$ cat src/rtl/aes_stream_loader_pkg.sv
// Shared types and constants for the AES stream loader: block/word types,
// block geometry and the loader state encoding.
package aes_stream_loader_pkg;

    localparam int WORD_W          = 32;
    localparam int WORDS_PER_BLOCK = 4;

    typedef logic [127:0]      block_t;
    typedef logic [WORD_W-1:0] word_t;

    typedef enum logic [1:0] {
        LOAD  = 2'd0,
        START = 2'd1,
        WAIT  = 2'd2,
        DRAIN = 2'd3
    } loader_state_t;

    // True when a 2-bit word index points at the final word of a block.
    function automatic logic is_last_word(input logic [1:0] cnt);
        return (cnt == 2'(WORDS_PER_BLOCK - 1));
    endfunction

endpackage

$ cat src/rtl/aes_stream_loader_word_packer.sv
// 32->128 bit packing shift register. Each shift pushes one word in at the
// low end, so the first word of a block ends up in bits [127:96]. The full
// flag rises with the 4th word and falls again with the first word of the
// next block; done_o marks the shift that completes a block.
module aes_stream_loader_word_packer
    import aes_stream_loader_pkg::*;
(
    input  logic   clk_i,
    input  logic   rst_ni,
    input  logic   shift_i,
    input  logic   clr_i,
    input  word_t  word_i,
    output block_t data_o,
    output logic   full_o,
    output logic   done_o
);

    block_t     data_q, data_d;
    logic [1:0] cnt_q,  cnt_d;
    logic       full_q, full_d;

    // Next-state logic for the shift register, word count and full flag.
    always_comb begin
        data_d = data_q;
        cnt_d  = cnt_q;
        full_d = full_q;
        if (clr_i) begin
            cnt_d  = 2'd0;
            full_d = 1'b0;
        end else if (shift_i) begin
            data_d = {data_q[95:0], word_i};
            if (is_last_word(cnt_q)) begin
                cnt_d  = 2'd0;
                full_d = 1'b1;
            end else begin
                cnt_d = cnt_q + 2'd1;
                if (cnt_q == 2'd0) begin
                    full_d = 1'b0;
                end else begin
                    full_d = full_q;
                end
            end
        end else begin
            data_d = data_q;
        end
    end

    // Packer state registers.
    always_ff @(posedge clk_i or negedge rst_ni) begin
        if (!rst_ni) begin
            data_q <= 128'h0;
            cnt_q  <= 2'd0;
            full_q <= 1'b0;
        end else begin
            data_q <= data_d;
            cnt_q  <= cnt_d;
            full_q <= full_d;
        end
    end

    assign data_o = data_q;
    assign full_o = full_q;
    assign done_o = shift_i && is_last_word(cnt_q);

endmodule

$ cat src/rtl/aes_stream_loader.sv
// Stream front end for the AES core: packs key and plaintext words into
// 128-bit blocks, launches the core, waits its fixed latency, then streams
// the captured cipher text back out as four 32-bit words.
module aes_stream_loader
    import aes_stream_loader_pkg::*;
#(
    parameter int CORE_LATENCY = 40
) (
    input  logic         clk,
    input  logic         reset_n,
    input  logic         s_valid,
    output logic         s_ready,
    input  logic [31:0]  s_data,
    input  logic         s_key,
    output logic         m_valid,
    input  logic         m_ready,
    output logic [31:0]  m_data,
    output logic         m_last,
    output logic         err_drop,
    output logic [127:0] key_in,
    output logic [127:0] plain_text,
    output logic         restart,
    output logic         start,
    input  logic [127:0] cipher_text
);

    localparam logic [7:0] LAT_END = 8'(CORE_LATENCY);

    loader_state_t state_q, state_d;
    logic [7:0]    lat_q, lat_d;
    block_t        out_buf_q, out_buf_d;
    logic [1:0]    word_cnt_q, word_cnt_d;

    logic s_ready_q, s_ready_d;
    logic m_valid_q, m_valid_d;
    logic m_last_q,  m_last_d;
    logic start_q,   start_d;
    logic restart_q;
    logic err_drop_q;

    logic accept_s, key_shift_s, pt_shift_s, drop_s, pt_clr_s, hs_s;
    logic key_loaded_s, key_done_s, pt_full_s, pt_done_unused_s;

    assign accept_s    = s_valid && s_ready_q;
    assign key_shift_s = accept_s && s_key;
    assign pt_shift_s  = accept_s && !s_key && !pt_full_s;
    assign drop_s      = accept_s && !s_key && pt_full_s;
    assign pt_clr_s    = (state_q == START);
    assign hs_s        = m_valid_q && m_ready;

    aes_stream_loader_word_packer u_key_packer (
        .clk_i   (clk),
        .rst_ni  (reset_n),
        .shift_i (key_shift_s),
        .clr_i   (1'b0),
        .word_i  (s_data),
        .data_o  (key_in),
        .full_o  (key_loaded_s),
        .done_o  (key_done_s)
    );

    aes_stream_loader_word_packer u_pt_packer (
        .clk_i   (clk),
        .rst_ni  (reset_n),
        .shift_i (pt_shift_s),
        .clr_i   (pt_clr_s),
        .word_i  (s_data),
        .data_o  (plain_text),
        .full_o  (pt_full_s),
        .done_o  (pt_done_unused_s)
    );

    // FSM state register.
    always_ff @(posedge clk or negedge reset_n) begin
        if (!reset_n) begin
            state_q <= LOAD;
        end else begin
            state_q <= state_d;
        end
    end

    // FSM next-state logic; launch waits out the restart pulse so the core
    // never sees restart and start together.
    always_comb begin
        state_d = state_q;
        case (state_q)
            LOAD: begin
                if (pt_full_s && key_loaded_s && !restart_q) begin
                    state_d = START;
                end else begin
                    state_d = LOAD;
                end
            end
            START: state_d = WAIT;
            WAIT: begin
                if (lat_q == LAT_END) begin
                    state_d = DRAIN;
                end else begin
                    state_d = WAIT;
                end
            end
            DRAIN: begin
                if (hs_s && m_last_q) begin
                    state_d = LOAD;
                end else begin
                    state_d = DRAIN;
                end
            end
            default: state_d = LOAD;
        endcase
    end

    // Latency counter, cipher capture and output word shifting.
    always_comb begin
        lat_d      = lat_q;
        out_buf_d  = out_buf_q;
        word_cnt_d = word_cnt_q;
        case (state_q)
            START: lat_d = 8'd1;
            WAIT: begin
                if (lat_q == LAT_END) begin
                    out_buf_d  = cipher_text;
                    word_cnt_d = 2'd0;
                    lat_d      = 8'd0;
                end else begin
                    lat_d = lat_q + 8'd1;
                end
            end
            DRAIN: begin
                if (hs_s) begin
                    out_buf_d  = {out_buf_q[95:0], 32'h0};
                    word_cnt_d = word_cnt_q + 2'd1;
                end else begin
                    out_buf_d = out_buf_q;
                end
            end
            default: lat_d = lat_q;
        endcase
    end

    // FSM output decode from the next state so the outputs come out of flops
    // aligned with the state they belong to.
    always_comb begin
        s_ready_d = (state_d == LOAD);
        start_d   = (state_d == START);
        m_valid_d = (state_d == DRAIN);
        m_last_d  = (state_d == DRAIN) && is_last_word(word_cnt_d);
    end

    // Datapath and output registers.
    always_ff @(posedge clk or negedge reset_n) begin
        if (!reset_n) begin
            lat_q      <= 8'd0;
            out_buf_q  <= 128'h0;
            word_cnt_q <= 2'd0;
            s_ready_q  <= 1'b0;
            start_q    <= 1'b0;
            m_valid_q  <= 1'b0;
            m_last_q   <= 1'b0;
            restart_q  <= 1'b0;
            err_drop_q <= 1'b0;
        end else begin
            lat_q      <= lat_d;
            out_buf_q  <= out_buf_d;
            word_cnt_q <= word_cnt_d;
            s_ready_q  <= s_ready_d;
            start_q    <= start_d;
            m_valid_q  <= m_valid_d;
            m_last_q   <= m_last_d;
            restart_q  <= key_done_s;
            err_drop_q <= err_drop_q | drop_s;
        end
    end

    assign s_ready  = s_ready_q;
    assign start    = start_q;
    assign restart  = restart_q;
    assign m_valid  = m_valid_q;
    assign m_last   = m_last_q;
    assign m_data   = out_buf_q[127:96];
    assign err_drop = err_drop_q;

endmodule

$ cat config.mk
export PLATFORM = sky130hd
export DESIGN_NAME = aes_stream_loader
export DESIGN_NICKNAME = d
export VERILOG_FILES = /design/src/rtl/aes_stream_loader_pkg.sv /design/src/rtl/aes_stream_loader_word_packer.sv /design/src/rtl/aes_stream_loader.sv
export SDC_FILE = /design/constraint.sdc
export NUM_CORES = 1
export LEC_CHECK = 0
export BUFFER_PORTS_ARGS = -buffer_cell sky130_fd_sc_hd__buf_2
export CORE_ASPECT_RATIO = 1.25
export CORE_MARGIN = 2
export CORE_UTILIZATION = 30
export CTS_CLUSTER_SIZE = 10
export DETAILED_ROUTE_END_ITERATION = 8
export HOLD_SLACK_MARGIN = 0.05
export PLACE_DENSITY = 0.62
export SLEW_MARGIN = 20
export SYNTH_ARGS = -nofsm -noshare
export SYNTH_HDL_FRONTEND = slang
export SYNTH_HIERARCHICAL = 1
export SYNTH_SLANG_ARGS = --single-unit
export TNS_END_PERCENT = 10
$ cat constraint.sdc
create_clock -name clk -period 2.3 [get_ports clk]
set_input_delay 0.115 -clock clk [delete_from_list [all_inputs] [get_ports clk]]
set_output_delay 0.115 -clock clk [all_outputs]
set_load 0.02 [all_outputs]
-- Word-level counts from Yosys, hierarchy flattened
Cells that the tools add are included.
- mux-type cells: 22
- add/sub/neg operators: 4
- multiply operators: 0
- bitwise logic cells: 2
- shift-type cells: 0
- magnitude comparators: 0
- equality and inequality tests: 11
- div/mod/pow operators: 0
- reduce and logical (&&, ||, !) cells: 27
- operators by type and width (kind ; count):
    two-way mux 128 bit ; 2
    one-hot mux 128 bit (2 select lines) ; 1
    one-hot mux 8 bit (2 select lines) ; 1
    two-way mux 2 bit ; 7
    == test 2 bit (second input constant) ; 6
    logical AND 1 bit ; 11
    adder 8 x 1 -> 8 bit (second input constant) ; 1
    == test 8 x 6 -> 1 bit (second input constant) ; 1
    logical NOT 2 bit ; 4
    two-way mux 1 bit ; 8
    two-way mux 8 bit ; 1
    one-hot mux 2 bit (4 select lines) ; 1
    nonzero test 2 bit ; 4
    adder 2 x 1 -> 2 bit (second input constant) ; 3
    AND reduction 2 bit ; 3
    == test 2 x 1 -> 1 bit (second input constant) ; 2
    inequality test 2 bit (second input constant) ; 2
    one-hot mux 2 bit (2 select lines) ; 1
    logical NOT 1 bit ; 3
    AND reduction 3 bit ; 1
    nonzero test 3 bit ; 1
    inverter 1 bit ; 1
    OR 1 bit ; 1
- memory bits (read-only): 0
- logic and storage cells: 82
- latch bits: 0
- register bits after elaboration: 408
- bits of input ports: 165
- output and inout bits: 294
- memory bits (writable): 0
- memories kept: 0

-- Logic depth before layout (Yosys ltp)
- depth after elaboration: 6
- mapped depth: 8

-- Cells and area by module
The synthesis kept the hierarchy.
- by module, submodules not included (module ; area each (µm²) ; sequential area each (µm²) ; cells an instance ; instances):
    aes_stream_loader_word_packer ; 4999.8 ; 3278.1 ; 284 ; 2
    aes_stream_loader ; 6965.4 ; 3653.5 ; 501 ; 1

-- Least setup slack after synthesis
No wires, ideal clock.
- path kind: flip-flop to flip-flop
- start point: register state_q[1]
- end point: register out_buf_q[100]
- arrival time: 1.940 ns
- library setup time: 0.125 ns
- stages on the path, launching flop included: 7
- slack: 0.236 ns
- required time: 2.175 ns
- path buffers: 3
- path through: dfrtp_1 ha_1 clkbuf_1 clkbuf_1 clkbuf_1 mux2_2 mux2_2
- cells in the longest elaborated chain, start to end: 3
- elaborated cells on any way between the ends: 7
- classes of those cells: eq/ne: 4; mux: 1; reduce/logical: 2
- ends and longest elaborated chain (what ; RTL line ; RTL):
    start, declared ; aes_stream_loader.sv:29 ; loader_state_t state_q, state_d;
    start signal, assigned ; aes_stream_loader.sv:78 ; state_q <= state_d;
    == test 2 bit ; aes_stream_loader.sv:118 ; case (state_q)
    inequality test 2 bit (no source line) or nonzero test 2 bit (tied branches) ; n/a ;
    AND reduction 3 bit (no source line) ; n/a ;
    end signal, assigned ; aes_stream_loader.sv:164 ; out_buf_q <= out_buf_d;
    end, declared ; aes_stream_loader.sv:31 ; block_t out_buf_q, out_buf_d;
Several ways; a longest one is shown, not always the timed one.
A chain may end at the register's enable or synchronous reset.

-- Final worst setup path
- start point: register state_q[0]
- end point: register out_buf_q[60]
The elaborated chain is that of the path after synthesis.

==> impl_results.md <==
- CTS tree: built
- Leakage: 0.0105 µW
- Drt first-iter violations: 464
- Cell chain of the critical path: inv_1 -> ha_1 -> a21boi_2 -> a211oi_4 -> buf_12 -> buf_12 -> mux2_2
- Max VDD drop: 0.936 mV
- FP Rows: 97
- Yosys warning count: 6
- Pins over their slew limit: 0
- Core Footprint: 55900 µm²
- PostCTS Resize Cnt: 0
- Vias per inst: 4.52
- HP Class: in -> async
- Drt first pass iters: 4
- Largest net degree at the start of global routing: 97
- Tot GR Track Use: 15.3%
- Starting Density: 30.3%
- Reg area: 10200 µm²
- Setup TNS: 0 ps
- Clock Path Buffers: 3
- Crit-path max cell delay: 420 ps
- Max-cap viol count: 0
- HPWL after detailed placement: 31300 µm
- Crit path DAT: 2590 ps
- Antenna violations before repair: 0
- Final hold viol count: 0
- Syn_area_per_cell: 15.9 µm²
- Period utilization: 93.2%
- Multi-input logic area: 6000 µm²
- Die Ht: 270 µm
- Slew headroom: 52.0%
- Final ANT Viol Nets: 0
- Drt total wl: 45200 µm
- # IOs: 459
- TritonCTS Buffers: 48
- IO Port Bufs: 458
- Hold slack: 136 ps
- Die width: 217 µm
- Status: completed
- Post-layout nets: 1861
- Worst setup EP type: register
- Setup CP Type: reg -> reg
- Final Wtd Congestion: 0.797
- Critical Path Source Type: register
- Final min period: 2140 ps
- Clk root buf: clkbuf_16
- Worst-Margin Slew: 720 ps
- CP top delay family: buffers and inverters
- DIE AREA: 58500 µm²
- Number of global-route vias before repair: 12500
- Synthesized area: 17000 µm²
- Skew final: 17.3 ps
- Drt drc: 0
- Critical path peak fanout: 23
- Filler cell count: 5134
- First-pass GRT wire length: 70800 µm
- H-tree depth: 2
- Via Count: 11000
- Fmax: 0.467 GHz
- WL/cell: 18.5 µm
- Area delta synth->final: 35.2%
- Clock Latency Late Sink: 580 ps
- CP bufs+invs: 3
- Most frequent cell on the critical path: buf_12
- Share of cells above drive strength 1: 58.8%
- # setup viols final: 0
- Clock transition at path regs: 50 ps
- RSZ-0062 raised after global routing: no
- Slowest-stage cell, CP: dfrtp_1
- CP Data Required Time: 2750 ps
- GRT Residual Overflow: 0
- Syn Inst Count: 1068
- PwrDens: 1350 nW/µm²
- Antenna cells: 0
- Clk sinks: 408
==> through the flow <==
step / setup slack (ps) / instance area [µm²] / power, µW / std cells / util [%]
6_report: 157 / 22900 / 31000 / 2443 / 41.0
5_1_grt: 26.5 / 22900 / 32700 / 2443 / 41.0
4_1_cts: 135 / 22900 / 31400 / 2443 / 41.0
3_5_place_dp: 168 / 19900 / 24000 / 2216 / 35.6
3_3_place_gp: 203 / 19900 / 23700 / 2216 / 35.6
2_1_floorplan: 236 / 17000 / 19700 / 1072 / -
==> placed cells by master, fill, tap and decap left out, types with 4 or more instances in the layout <==
cell type and n:
conb_1 5, nor2_1 17, buf_2 457, mux2_2 448, nand2_1 6, o21ai_0 4
dfrtp_1 408, inv_1 4, a22o_1 32, buf_12 17, clkbuf_16 48, xor2_1 4
buf_4 16, xnor2_1 6, nor2b_1 4, clkbuf_1 8, ha_1 7, and2_1 4
dlygate4sd3_1 164, nand4_1 4
==> worst paths after layout <==
kind / depth (start not counted) / end / startpoint / slack, ps
max in group asynchronous: 3 / out_buf_q[24]$_DFFE_PN0P_ / reset_n / 1280
setup reg to reg: 7 / out_buf_q[60]$_DFFE_PN0P_ / state_q[0]$_DFF_PN0_ / 160
setup / recovery: 7 / out_buf_q[60]$_DFFE_PN0P_ / state_q[0]$_DFF_PN0_ / 160
hold reg to reg: 1 / err_drop$_DFF_PN0_ / err_drop$_DFF_PN0_ / 480
min in group clk: 3 / out_buf_q[12]$_DFFE_PN0P_ / cipher_text[12] / 310
hold / removal: 2 / u_key_packer/data_o[97]$_DFFE_PN0P_ / reset_n / 140
==> registers in the layout (all words and copies together) (netlist names), 2 cells and up <==
register             count
u_key_packer/cnt_q       2
u_key_packer/data_o    128
word_cnt_q               2
out_buf_q              128
lat_q                    8
state_q                  2
u_pt_packer/cnt_q        2
u_pt_packer/data_o     128
==> timing repair <==
item | 4_1_cts | 5_1_grt
buffers inserted | 0 | 0
endpoints found under the setup margin | 0 | 0
hold endpoints to repair | 335 | 0
hold buffers | 164 | 0
==> area by class of cell <==
class / instances / share of cell area (%)
Multi-Input combinational cell: 571 / 26.2
Sequential cell: 408 / 44.5
Clock buffer: 56 / 5.37
Inverter: 4 / 0.0655
Tap cell: 742 / 4.05
Timing Repair Buffer: 655 / 19.2
Clock inverter: 7 / 0.606
==> metal layers <==
metal / vias up / global-route usage [%] / routed length (µm)
met2: 432 / 25.8 / 22000
met1: 5525 / 17.2 / 17100
met3: 90 / 6.45 / 4670
li1: 4998 / - / -
met4: 0 / 5.68 / 1510
met5: - / 0 / 0
==> power by group <==
part / switching (µW) / leakage [µW] / internal [µW]
clock network: 2910 / 0.000664 / 3990
registers: 2170 / 0.00498 / 10400
logic: 6430 / 0.00486 / 5100
(Power assumes the default switching activity.)
